--- config.mk ---
export PLATFORM = sky130hd
export DESIGN_NAME = sram_2168_ctrl_flat
export DESIGN_NICKNAME = d
export VERILOG_FILES = /design/src/rtl/sram_2168_ctrl_pkg.sv /design/src/rtl/sram_2168_ctrl_if.sv /design/src/rtl/sram_2168_ctrl.sv /design/src/flat_wrapper.sv
export SDC_FILE = /design/constraint.sdc
export NUM_CORES = 1
export LEC_CHECK = 0
export BUFFER_PORTS_ARGS = -buffer_cell sky130_fd_sc_hd__buf_4
export CORE_UTILIZATION = 47
export CTS_CLUSTER_SIZE = 14
export DETAILED_ROUTE_END_ITERATION = 16
export GPL_TIMING_DRIVEN = 0
export HOLD_SLACK_MARGIN = 0.15
export PLACE_DENSITY = 0.79
export SYNTH_ARGS = -nofsm -noshare
export SYNTH_HDL_FRONTEND = slang
export SYNTH_SLANG_ARGS = --single-unit
--- constraint.sdc ---
create_clock -name clk -period 2.3 [get_ports clk]
set_clock_uncertainty 0.2 [all_clocks]
set_input_delay 0.46 -clock clk [delete_from_list [all_inputs] [get_ports clk]]
set_output_delay 0.46 -clock clk [all_outputs]
set_load 0.02 [all_outputs]
--- src/rtl/sram_2168_ctrl_pkg.sv ---
// Shared types and constants for the 2168 SRAM initiator and its bench.
package sram_2168_pkg;

  localparam int unsigned ADDR_W   = 12;
  localparam int unsigned NIB_W    = 4;
  localparam int unsigned CNT_W    = 4;
  localparam int unsigned WAIT_MIN = 1;
  localparam int unsigned WAIT_MAX = 15;

  typedef enum logic [2:0] {
    ST_IDLE = 3'd0,
    ST_RD   = 3'd1,
    ST_WSU  = 3'd2,
    ST_WPL  = 3'd3,
    ST_WHD  = 3'd4,
    ST_DONE = 3'd5
  } state_e;

  // Phase counter counts down to zero, so a phase of n cycles loads n-1.
  function automatic logic [CNT_W-1:0] cnt_load(input int unsigned n);
    return CNT_W'(n - 1);
  endfunction

endpackage

--- src/rtl/sram_2168_ctrl_if.sv ---
// Request/acknowledge port between the bus/MMU logic and the SRAM initiator.
interface sram_2168_ctrl_if #(
  parameter int unsigned W = 16
);
  logic          req;
  logic          we;
  logic [11:0]   addr;
  logic [W-1:0]  wdata;
  logic          busy;
  logic          ack;
  logic [W-1:0]  rdata;

  modport master (
    output req, we, addr, wdata,
    input  busy, ack, rdata
  );

  modport slave (
    input  req, we, addr, wdata,
    output busy, ack, rdata
  );
endinterface

--- src/rtl/sram_2168_ctrl.sv ---
// Timed read/write sequencer for a bank of 2168 4K x 4 static RAMs.
module sram_2168_ctrl
  import sram_2168_pkg::*;
#(
  parameter int unsigned CHIPS    = 4,
  parameter int unsigned RD_WAIT  = 2,
  parameter int unsigned WR_SETUP = 1,
  parameter int unsigned WR_PULSE = 2,
  parameter int unsigned WR_HOLD  = 1
) (
  input  logic                     clk,
  input  logic                     reset,
  sram_2168_ctrl_if.slave          bus,
  output logic [ADDR_W-1:0]        sram_a,
  output logic                     sram_ce_n,
  output logic                     sram_we_n,
  output logic [NIB_W*CHIPS-1:0]   sram_d_out,
  output logic                     sram_d_oe,
  input  logic [NIB_W*CHIPS-1:0]   sram_d_in
);

  localparam int unsigned W = NIB_W * CHIPS;

  state_e             state_q;
  logic [CNT_W-1:0]   cnt_q;
  logic               busy_q;
  logic               ack_q;
  logic [W-1:0]       rdata_q;
  logic [ADDR_W-1:0]  a_q;
  logic               ce_n_q;
  logic               we_n_q;
  logic [W-1:0]       d_out_q;
  logic               d_oe_q;

  // Address and write data are only loaded in IDLE, so they cannot move while WE_n is low.
  always_ff @(posedge clk) begin
    if (reset) begin
      state_q <= ST_IDLE;
      cnt_q   <= '0;
      busy_q  <= 1'b0;
      ack_q   <= 1'b0;
      rdata_q <= '0;
      a_q     <= '0;
      ce_n_q  <= 1'b1;
      we_n_q  <= 1'b1;
      d_out_q <= '0;
      d_oe_q  <= 1'b0;
    end else begin
      ack_q <= 1'b0;
      case (state_q)
        ST_IDLE: begin
          busy_q <= 1'b0;
          if (bus.req) begin
            busy_q <= 1'b1;
            a_q    <= bus.addr;
            ce_n_q <= 1'b0;
            if (bus.we) begin
              d_out_q <= bus.wdata;
              d_oe_q  <= 1'b1;
              cnt_q   <= cnt_load(WR_SETUP);
              state_q <= ST_WSU;
            end else begin
              cnt_q   <= cnt_load(RD_WAIT);
              state_q <= ST_RD;
            end
          end
        end

        ST_RD: begin
          if (cnt_q == '0) begin
            rdata_q <= sram_d_in;
            ce_n_q  <= 1'b1;
            ack_q   <= 1'b1;
            state_q <= ST_DONE;
          end else begin
            cnt_q <= cnt_q - CNT_W'(1);
          end
        end

        ST_WSU: begin
          if (cnt_q == '0) begin
            we_n_q  <= 1'b0;
            cnt_q   <= cnt_load(WR_PULSE);
            state_q <= ST_WPL;
          end else begin
            cnt_q <= cnt_q - CNT_W'(1);
          end
        end

        ST_WPL: begin
          if (cnt_q == '0) begin
            we_n_q  <= 1'b1;
            cnt_q   <= cnt_load(WR_HOLD);
            state_q <= ST_WHD;
          end else begin
            cnt_q <= cnt_q - CNT_W'(1);
          end
        end

        // Bus is released together with CE_n only after the hold time.
        ST_WHD: begin
          if (cnt_q == '0) begin
            ce_n_q  <= 1'b1;
            d_oe_q  <= 1'b0;
            ack_q   <= 1'b1;
            state_q <= ST_DONE;
          end else begin
            cnt_q <= cnt_q - CNT_W'(1);
          end
        end

        ST_DONE: begin
          busy_q  <= 1'b0;
          cnt_q   <= '0;
          state_q <= ST_IDLE;
        end

        default: begin
          state_q <= ST_IDLE;
        end
      endcase
    end
  end

  assign bus.busy   = busy_q;
  assign bus.ack    = ack_q;
  assign bus.rdata  = rdata_q;
  assign sram_a     = a_q;
  assign sram_ce_n  = ce_n_q;
  assign sram_we_n  = we_n_q;
  assign sram_d_out = d_out_q;
  assign sram_d_oe  = d_oe_q;

endmodule

--- src/flat_wrapper.sv ---
// flat-port wrapper written by rule: the top's interface ports become plain ports
module sram_2168_ctrl_flat import sram_2168_pkg::*;
#(
  parameter int unsigned CHIPS    = 4,
  parameter int unsigned RD_WAIT  = 2,
  parameter int unsigned WR_SETUP = 1,
  parameter int unsigned WR_PULSE = 2,
  parameter int unsigned WR_HOLD  = 1
)
  (clk, reset, sram_a, sram_ce_n, sram_we_n, sram_d_out, sram_d_oe, sram_d_in, bus_req, bus_we, bus_addr, bus_wdata, bus_busy, bus_ack, bus_rdata);
  sram_2168_ctrl_if #(.W((16))) bus_i ();
  input  logic clk;
  input  logic reset;
  output logic [ADDR_W-1:0] sram_a;
  output logic sram_ce_n;
  output logic sram_we_n;
  output logic [NIB_W*CHIPS-1:0] sram_d_out;
  output logic sram_d_oe;
  input  logic [NIB_W*CHIPS-1:0] sram_d_in;
  input wire logic [$bits(bus_i.req)-1:0] bus_req;
  input wire logic [$bits(bus_i.we)-1:0] bus_we;
  input wire logic [$bits(bus_i.addr)-1:0] bus_addr;
  input wire logic [$bits(bus_i.wdata)-1:0] bus_wdata;
  output wire logic [$bits(bus_i.busy)-1:0] bus_busy;
  output wire logic [$bits(bus_i.ack)-1:0] bus_ack;
  output wire logic [$bits(bus_i.rdata)-1:0] bus_rdata;
  assign bus_i.req = bus_req;
  assign bus_i.we = bus_we;
  assign bus_i.addr = bus_addr;
  assign bus_i.wdata = bus_wdata;
  assign bus_busy = bus_i.busy;
  assign bus_ack = bus_i.ack;
  assign bus_rdata = bus_i.rdata;
  sram_2168_ctrl #(.CHIPS(CHIPS), .RD_WAIT(RD_WAIT), .WR_SETUP(WR_SETUP), .WR_PULSE(WR_PULSE), .WR_HOLD(WR_HOLD)) u_core (.clk(clk), .reset(reset), .bus(bus_i), .sram_a(sram_a), .sram_ce_n(sram_ce_n), .sram_we_n(sram_we_n), .sram_d_out(sram_d_out), .sram_d_oe(sram_d_oe), .sram_d_in(sram_d_in));
endmodule
==> results of run 1 <==
[stage by stage]
stage                     power (mW)  setup slack (ns)  hold WS [ns]  setup TNS (ns)
after floorplan                2.816            0.2844        0.2573               0
after global placement         3.424           0.04310        0.2422               0
after detailed placement       3.473          -0.01936        0.2466         -0.1249
after CTS                      4.026           0.08388        0.1878               0
after global routing           4.351           0.01957        0.1897               0
final                          4.076            0.1358        0.1951               0
[flip-flops by register name, summed over array words and instances (netlist names)]
register	flops
u_core.bus.ack	1
u_core.bus.busy	1
u_core.bus.rdata	16
u_core.cnt_q	4
u_core.sram_a	12
u_core.sram_ce_n	1
u_core.sram_d_oe	1
u_core.sram_d_out	16
u_core.sram_we_n	1
u_core.state_q	3
[kinds of logic (layout without fill, tap and decap cells)]
kind of cell	after synthesis	after routing	synth area share
compound gates	78	78	0.1953
xor+xnor	1	1	0.003799
fa+ha+maj	2	2	0.01085
buf+inv	24	128	0.05046
flops	56	56	0.4862
mux	1	1	0.004341
simple gates	130	130	0.2491
[area by class of cell]
class                      count  area, um2
buffer                        19      97.59
inverter                       5      18.77
multi-input combinational    212       1084
sequential                    56       1122
clock inverter                 2      10.01
clock buffer                   6      82.58
timing repair buffer          96      720.7
tap                           67      83.83
fill                         413       1504
[where the power goes]
part	internal, mW	switching, mW	total [mW]
clock	0.241	0.295	0.536
combinational	0.900	1.28	2.18
sequential	1.22	0.139	1.36
total	2.36	1.72	4.08
[worst paths after layout]
| kind | end | cells after the start |
|---|---|---|
| worst max-delay path | u_core.cnt_q[0] | 8 |
| worst max register to register | u_core.cnt_q[0] | 8 |
| worst min-delay path | u_core.bus.rdata[5] | 3 |
| worst min register to register | u_core.sram_d_out[2] | 2 |
[critical path: cells and delay by family, from the launching register on]
kind,cells,cell delay (ns)
DFF,1,0.36
muxes,1,0.09
AOI/OAI and AO/OA,3,0.79
and+or+nand+nor,1,0.23
adders and majority gates,1,0.21
buffers and inverters,2,0.21
[what timing repair did]
| item | CTS | global route |
|---|---|---|
| hold buffers | 0 | 0 |
| pin swaps | 0 | 2 |
| setup buffers | 0 | 1 |
| resized for setup | 1 | 4 |
| setup endpoints to repair | 10 | 12 |
[metal layers]
| metal | global-route usage | part of all wire |
|---|---|---|
| met5 | 0 | 0 |
| met3 | 0.04722 | 0.056 |
| met4 | 0.06972 | 0.017 |
| met1 | 0.2797 | 0.44 |
| met2 | 0.4046 | 0.49 |
[synth_stat cells (2+ instances only)]
cell type	count
nand2_2	2
dfxtp_1	56
a21oi_1	52
a2bb2oi_1	2
nand2b_1	5
buf_2	6
a221o_1	2
nand2_1	95
nor3_1	2
ha_1	2
a31oi_1	3
o22ai_1	2
o21ai_0	7
nand3_1	2
nor2b_1	2
inv_1	4
buf_6	2
o211ai_1	2
clkbuf_1	9
or3_1	2
nor2_1	10
==> results_dict.tcl, run 1 <==
set metrics [dict create \
    required_ns 2.33 \
    mostFrequentLayoutCells "97 x buf_4, 95 x nand2_1, 55 x dfxtp_1" \
    avgSynthCellArea_um2 7.897 \
    cts_buffers 5 \
    cts_root_buf "clkbuf_8" \
    antenna_found_initial 0 \
    syn_inst 292 \
    crit_path_cell_trace "inv_1 > ha_2 > or3b_4 > buf_6 > mux2i_1 > a221o_1 > a221o_1 > a21oi_1" \
    synth.distinct_cells 44 \
    grt_pass1_vias 2085 \
    synth_ff_type "dfxtp_1" \
    post-route-min-period_ns 2.164 \
    crit_fanout 8 \
    tightest_slew_ns 0.6960 \
    min_from "sram_d_in[5]" \
    yosysWarnings 0 \
    critPathArrivalTime_ns 2.19 \
    synth_top_cell_by_area "dfxtp_1" \
    endpoint_kind "flip-flop" \
    worst-r2r-setup-slack_ns 0.14 \
    die_area_mm2 0.005190 \
    synth_area_mm2 0.002306 \
    synthDominantCellAreaShare 0.4862 \
    die_x_um 72.05 \
    status "complete, no violations" \
    row_count 25 \
    postRouteAntennaNets 0 \
    ys_top_cells_by_area "dfxtp_1 49%, nand2_1 15%, a21oi_1 11%" \
    timing.fmax_ghz 0.4621 \
    max-vdd-ir-drop_mv 0.8976 \
    crit_start "u_core.cnt_q[0]" \
    final_nets 445 \
    startpoint_type "flip-flop" \
    ys_async_sr_fraction 0 \
    synth_edf_count 0 \
    via_count 2323 \
    wl_per_cell_um 12.71 \
    slew-limit-headroom 0.5350 \
    viasPerCell 5.017 \
    post-route-period-util 0.9410 \
    io_buffers 95 \
    final_common_cell "buf_4" \
    cts_tree "yes" \
    post_dp_cell_area_mm2 0.003103 \
    syn_to_final_growth_pct 39.61 \
    grt_use_total 0.2286 \
    finalWeightedCongestion 0.8777 \
    ys_seq_area_frac 0.4862 \
    start_util 0.4882 \
    p_leak_nw 1.369 \
    cap_violations 0 \
    slowest_stage "a221o_1" \
    overflow 0 \
    min_path_type "in -> reg" \
    ys_ff_latch 56 \
    cp_common_cell "a221o_1" \
    drv_slew 0 \
    finalSetupViolCount 0 \
    powerDensity_mw_per_mm2 1266 \
    syn_nets 342 \
    finalHoldViolCount 0 \
    clock_latency_ns 0.30 \
    dp_cells 454 \
    drt_pass1_iterations 4 \
    dp.final_hpwl_um 4401 \
    rsz0062_at_grt "false" \
    critical_path_class "reg -> reg" \
    layout.cells.non_filler 463 \
    drtIter0Drc 97 \
    timing.rr.start "u_core.cnt_q[0]" \
    antennaDiodeCount 0 \
    cts_max_level 2 \
    clkTransAtPathRegs_ns 0.09 \
    finish.utilization 0.6816 \
    die_h_um 72.05 \
    grt_max_degree 17 \
    coreArea_mm2 0.004723 \
    layout-drive-gt1-share 0.3157 \
    drc 0 \
    clock-sinks 56 \
    io_pins 97 \
    grt_first_pass_wirelength_um 9404 \
    critPathMaxStageDelay_ns 0.40 \
    drt-total-wl_um 5884 \
    design_area_mm2 0.003219 \
    cts_max_path_buffers 2 \
]
No activity file was read; power rests on OpenSTA's default activity.
==> run 2: changes to the inputs <==
--- a/config.mk
+++ b/config.mk
@@ -5,12 +5,14 @@
 export SDC_FILE = /design/constraint.sdc
 export NUM_CORES = 1
 export LEC_CHECK = 0
+export ABC_AREA = 1
 export BUFFER_PORTS_ARGS = -buffer_cell sky130_fd_sc_hd__buf_4
 export CORE_UTILIZATION = 47
 export CTS_CLUSTER_SIZE = 14
 export DETAILED_ROUTE_END_ITERATION = 16
 export GPL_TIMING_DRIVEN = 0
 export HOLD_SLACK_MARGIN = 0.15
+export MAX_ROUTING_LAYER = met4
 export PLACE_DENSITY = 0.79
 export SYNTH_ARGS = -nofsm -noshare
 export SYNTH_HDL_FRONTEND = slang
==> results_dict.tcl, run 2 <==
set metrics [dict create \
    status "finished with violations" \
    violations "design-rule violations" \
    row_count 24 \
    r2r_cells 8 \
    worst-r2r-setup-slack_ns 0.50 \
    coreArea_mm2 0.004474 \
    swShare 0.4128 \
    ys_seq_area_frac 0.4956 \
    die_h_um 71.38 \
    p_comb_frac 0.464 \
    drc 6 \
    cts_max_path_buffers 2 \
    hold_path_depth 3 \
    p_switching_mw 1.472 \
    finalWeightedCongestion 0.8931 \
    m1WireLength_um 2561 \
    cts_resized 0 \
    overflow 0 \
    cts_max_level 2 \
    clock_latency_ns 0.31 \
    p_leak_nw 1.517 \
    ys_async_sr_fraction 0 \
    final_nets 453 \
    endpoint_kind "flip-flop" \
    io_buffers 96 \
    power_frac_seq 0.378 \
    dr_wl_met3_um 384 \
    finalHoldViolCount 0 \
    power_mw 3.566 \
    wl_per_cell_um 12.48 \
    layout-drive-gt1-share 0.3168 \
    syn_nets 350 \
    drt_pass1_iterations 10 \
    synth_area_mm2 0.002262 \
    dp.final_hpwl_um 4184 \
    cp_common_cell "nor2_1" \
    clkPwrFrac 0.158 \
    grt_first_pass_wirelength_um 9328 \
    ys_top_cells_by_area "dfxtp_1 50%, nor2_1 12%, o21ai_0 7.5%" \
    cts_buffers 5 \
    ys_ff_latch 56 \
    required_ns 2.30 \
    via_count 2269 \
    startpoint_type "flip-flop" \
    max-vdd-ir-drop_mv 0.5879 \
    dr_wl_met2_um 2645 \
    io_pins 97 \
    post-route-min-period_ns 1.804 \
    layout.cells.non_filler 456 \
    finalSetupTns_ns 0 \
    grt_use_total 0.2398 \
    critical_path.top_delay_family "simple AND/OR/NAND/NOR gates" \
    synth_edf_count 0 \
    die_x_um 71.38 \
    tightest_slew_ns 0.4857 \
    synth_ff_type "dfxtp_1" \
    post-route-period-util 0.7845 \
    top_layer_used "met4" \
    die_area_mm2 0.005094 \
    cap_violations 0 \
    drt-total-wl_um 5690 \
    finish.utilization 0.7022 \
    cts_root_buf "clkbuf_8" \
    synth_top_cell_by_area "dfxtp_1" \
    clkTransAtPathRegs_ns 0.10 \
    slowest_stage "dfxtp_1" \
    synthTopCellsByCount "71 x nor2_1, 56 x dfxtp_1, 41 x nand2_1" \
    clock-sinks 56 \
    timing.fmax_ghz 0.5542 \
    postCtsHoldBufs 0 \
    min_path_type "in -> reg" \
    crit_buf_inv 3 \
    cp_num_cells 8 \
    crit_path_cell_trace "inv_1 > ha_1 > nand2_1 > nor2_4 > inv_2 > buf_2 > nor2_1 > nor2_1" \
    p_int_mw 2.094 \
    rsz0062_at_grt "false" \
    postRouteAntennaNets 0 \
    yosysWarnings 0 \
    critical_path_class "reg -> reg" \
    grt_max_degree 17 \
    design_area_mm2 0.003142 \
    start_util 0.5056 \
    critPathArrivalTime_ns 1.81 \
    critPathMaxStageDelay_ns 0.33 \
    final_common_cell "buf_4" \
    synth.distinct_cells 25 \
    avgSynthCellArea_um2 7.541 \
    synthDominantCellAreaShare 0.4956 \
    yosysMostFrequentCell "nor2_1" \
    syn_inst 300 \
    crit_fanout 10 \
    finalSetupViolCount 0 \
    drtIter0Drc 131 \
    powerDensity_mw_per_mm2 1135 \
    cts_tree "yes" \
    antenna_found_initial 0 \
    slew-limit-headroom 0.6762 \
    post_dp_cell_area_mm2 0.003048 \
    syn_to_final_growth_pct 38.88 \
    post-cts-setup-buffers 0 \
    grt_pass1_vias 2127 \
    antennaDiodeCount 0 \
    drv_slew 0 \
    viasPerCell 4.976 \
    mostFrequentLayoutCells "99 x buf_4, 71 x nor2_1, 56 x dfxtp_1" \
    dp_cells 448 \
]
[run 2: worst paths after layout]
kind | to | start
setup / recovery | u_core.bus.rdata[9] | u_core.cnt_q[0]
hold / removal | u_core.sram_a[9] | bus_addr[9]
setup reg to reg | u_core.bus.rdata[9] | u_core.cnt_q[0]
hold reg to reg | u_core.sram_d_oe | u_core.sram_d_oe
[run 2: area by class of cell]
| cell class | count | area, um2 |
|---|---|---|
| inverter | 17 | 63.81 |
| fill | 377 | 1333 |
| buffer | 14 | 83.83 |
| sequential | 56 | 1121 |
| clock buffer | 7 | 86.33 |
| tap | 52 | 65.06 |
| multi-input combinational | 213 | 993.5 |
| timing repair buffer | 96 | 720.7 |
| clock inverter | 1 | 7.507 |
[run 2: worst register-to-register path: cells and delay by family (launching register included)]
family,cells,cell delay [ns]
and+or+nand+nor,4,0.59
buffers and inverters,3,0.40
DFF,1,0.33
adders and majority gates,1,0.18
[run 2: layer usage]
metal | global-route usage | vias up
li1 | - | 1174
met1 | 0.2954 | 1004
met2 | 0.3820 | 82
met3 | 0.04501 | 9
met4 | 0.1111 | 0
met5 | - | -
[run 2: power by group through the flow]
stage | logic, mW | clock network [mW] | registers, mW
after global placement | 1.63 | 0 | 1.36
after global routing | 1.83 | 0.601 | 1.38
after CTS | 1.65 | 0.572 | 1.35
after detailed placement | 1.65 | 0 | 1.36
final | 1.65 | 0.563 | 1.35
after floorplan | 0.859 | 0 | 1.59
[run 2: kinds of logic (layout without fill, tap and decap cells)]
family,after synthesis,after routing,synth area share
AND/OR/NAND/NOR,148,148,0.2810
AO/OA/AOI/OAI,62,62,0.1433
flip-flops,56,56,0.4956
buffers and inverters,31,135,0.06526
adder cells (fa/ha/maj),2,2,0.01106
XOR/XNOR,1,1,0.003872
[run 2: stage by stage]
stage	setup WS (ns)	hold slack, ns
floorplan	0.7371	0.2436
global placement	0.5614	0.2378
detailed placement	0.5475	0.2521
CTS	0.5250	0.1605
global route	0.3263	0.1665
finish	0.4956	0.1633
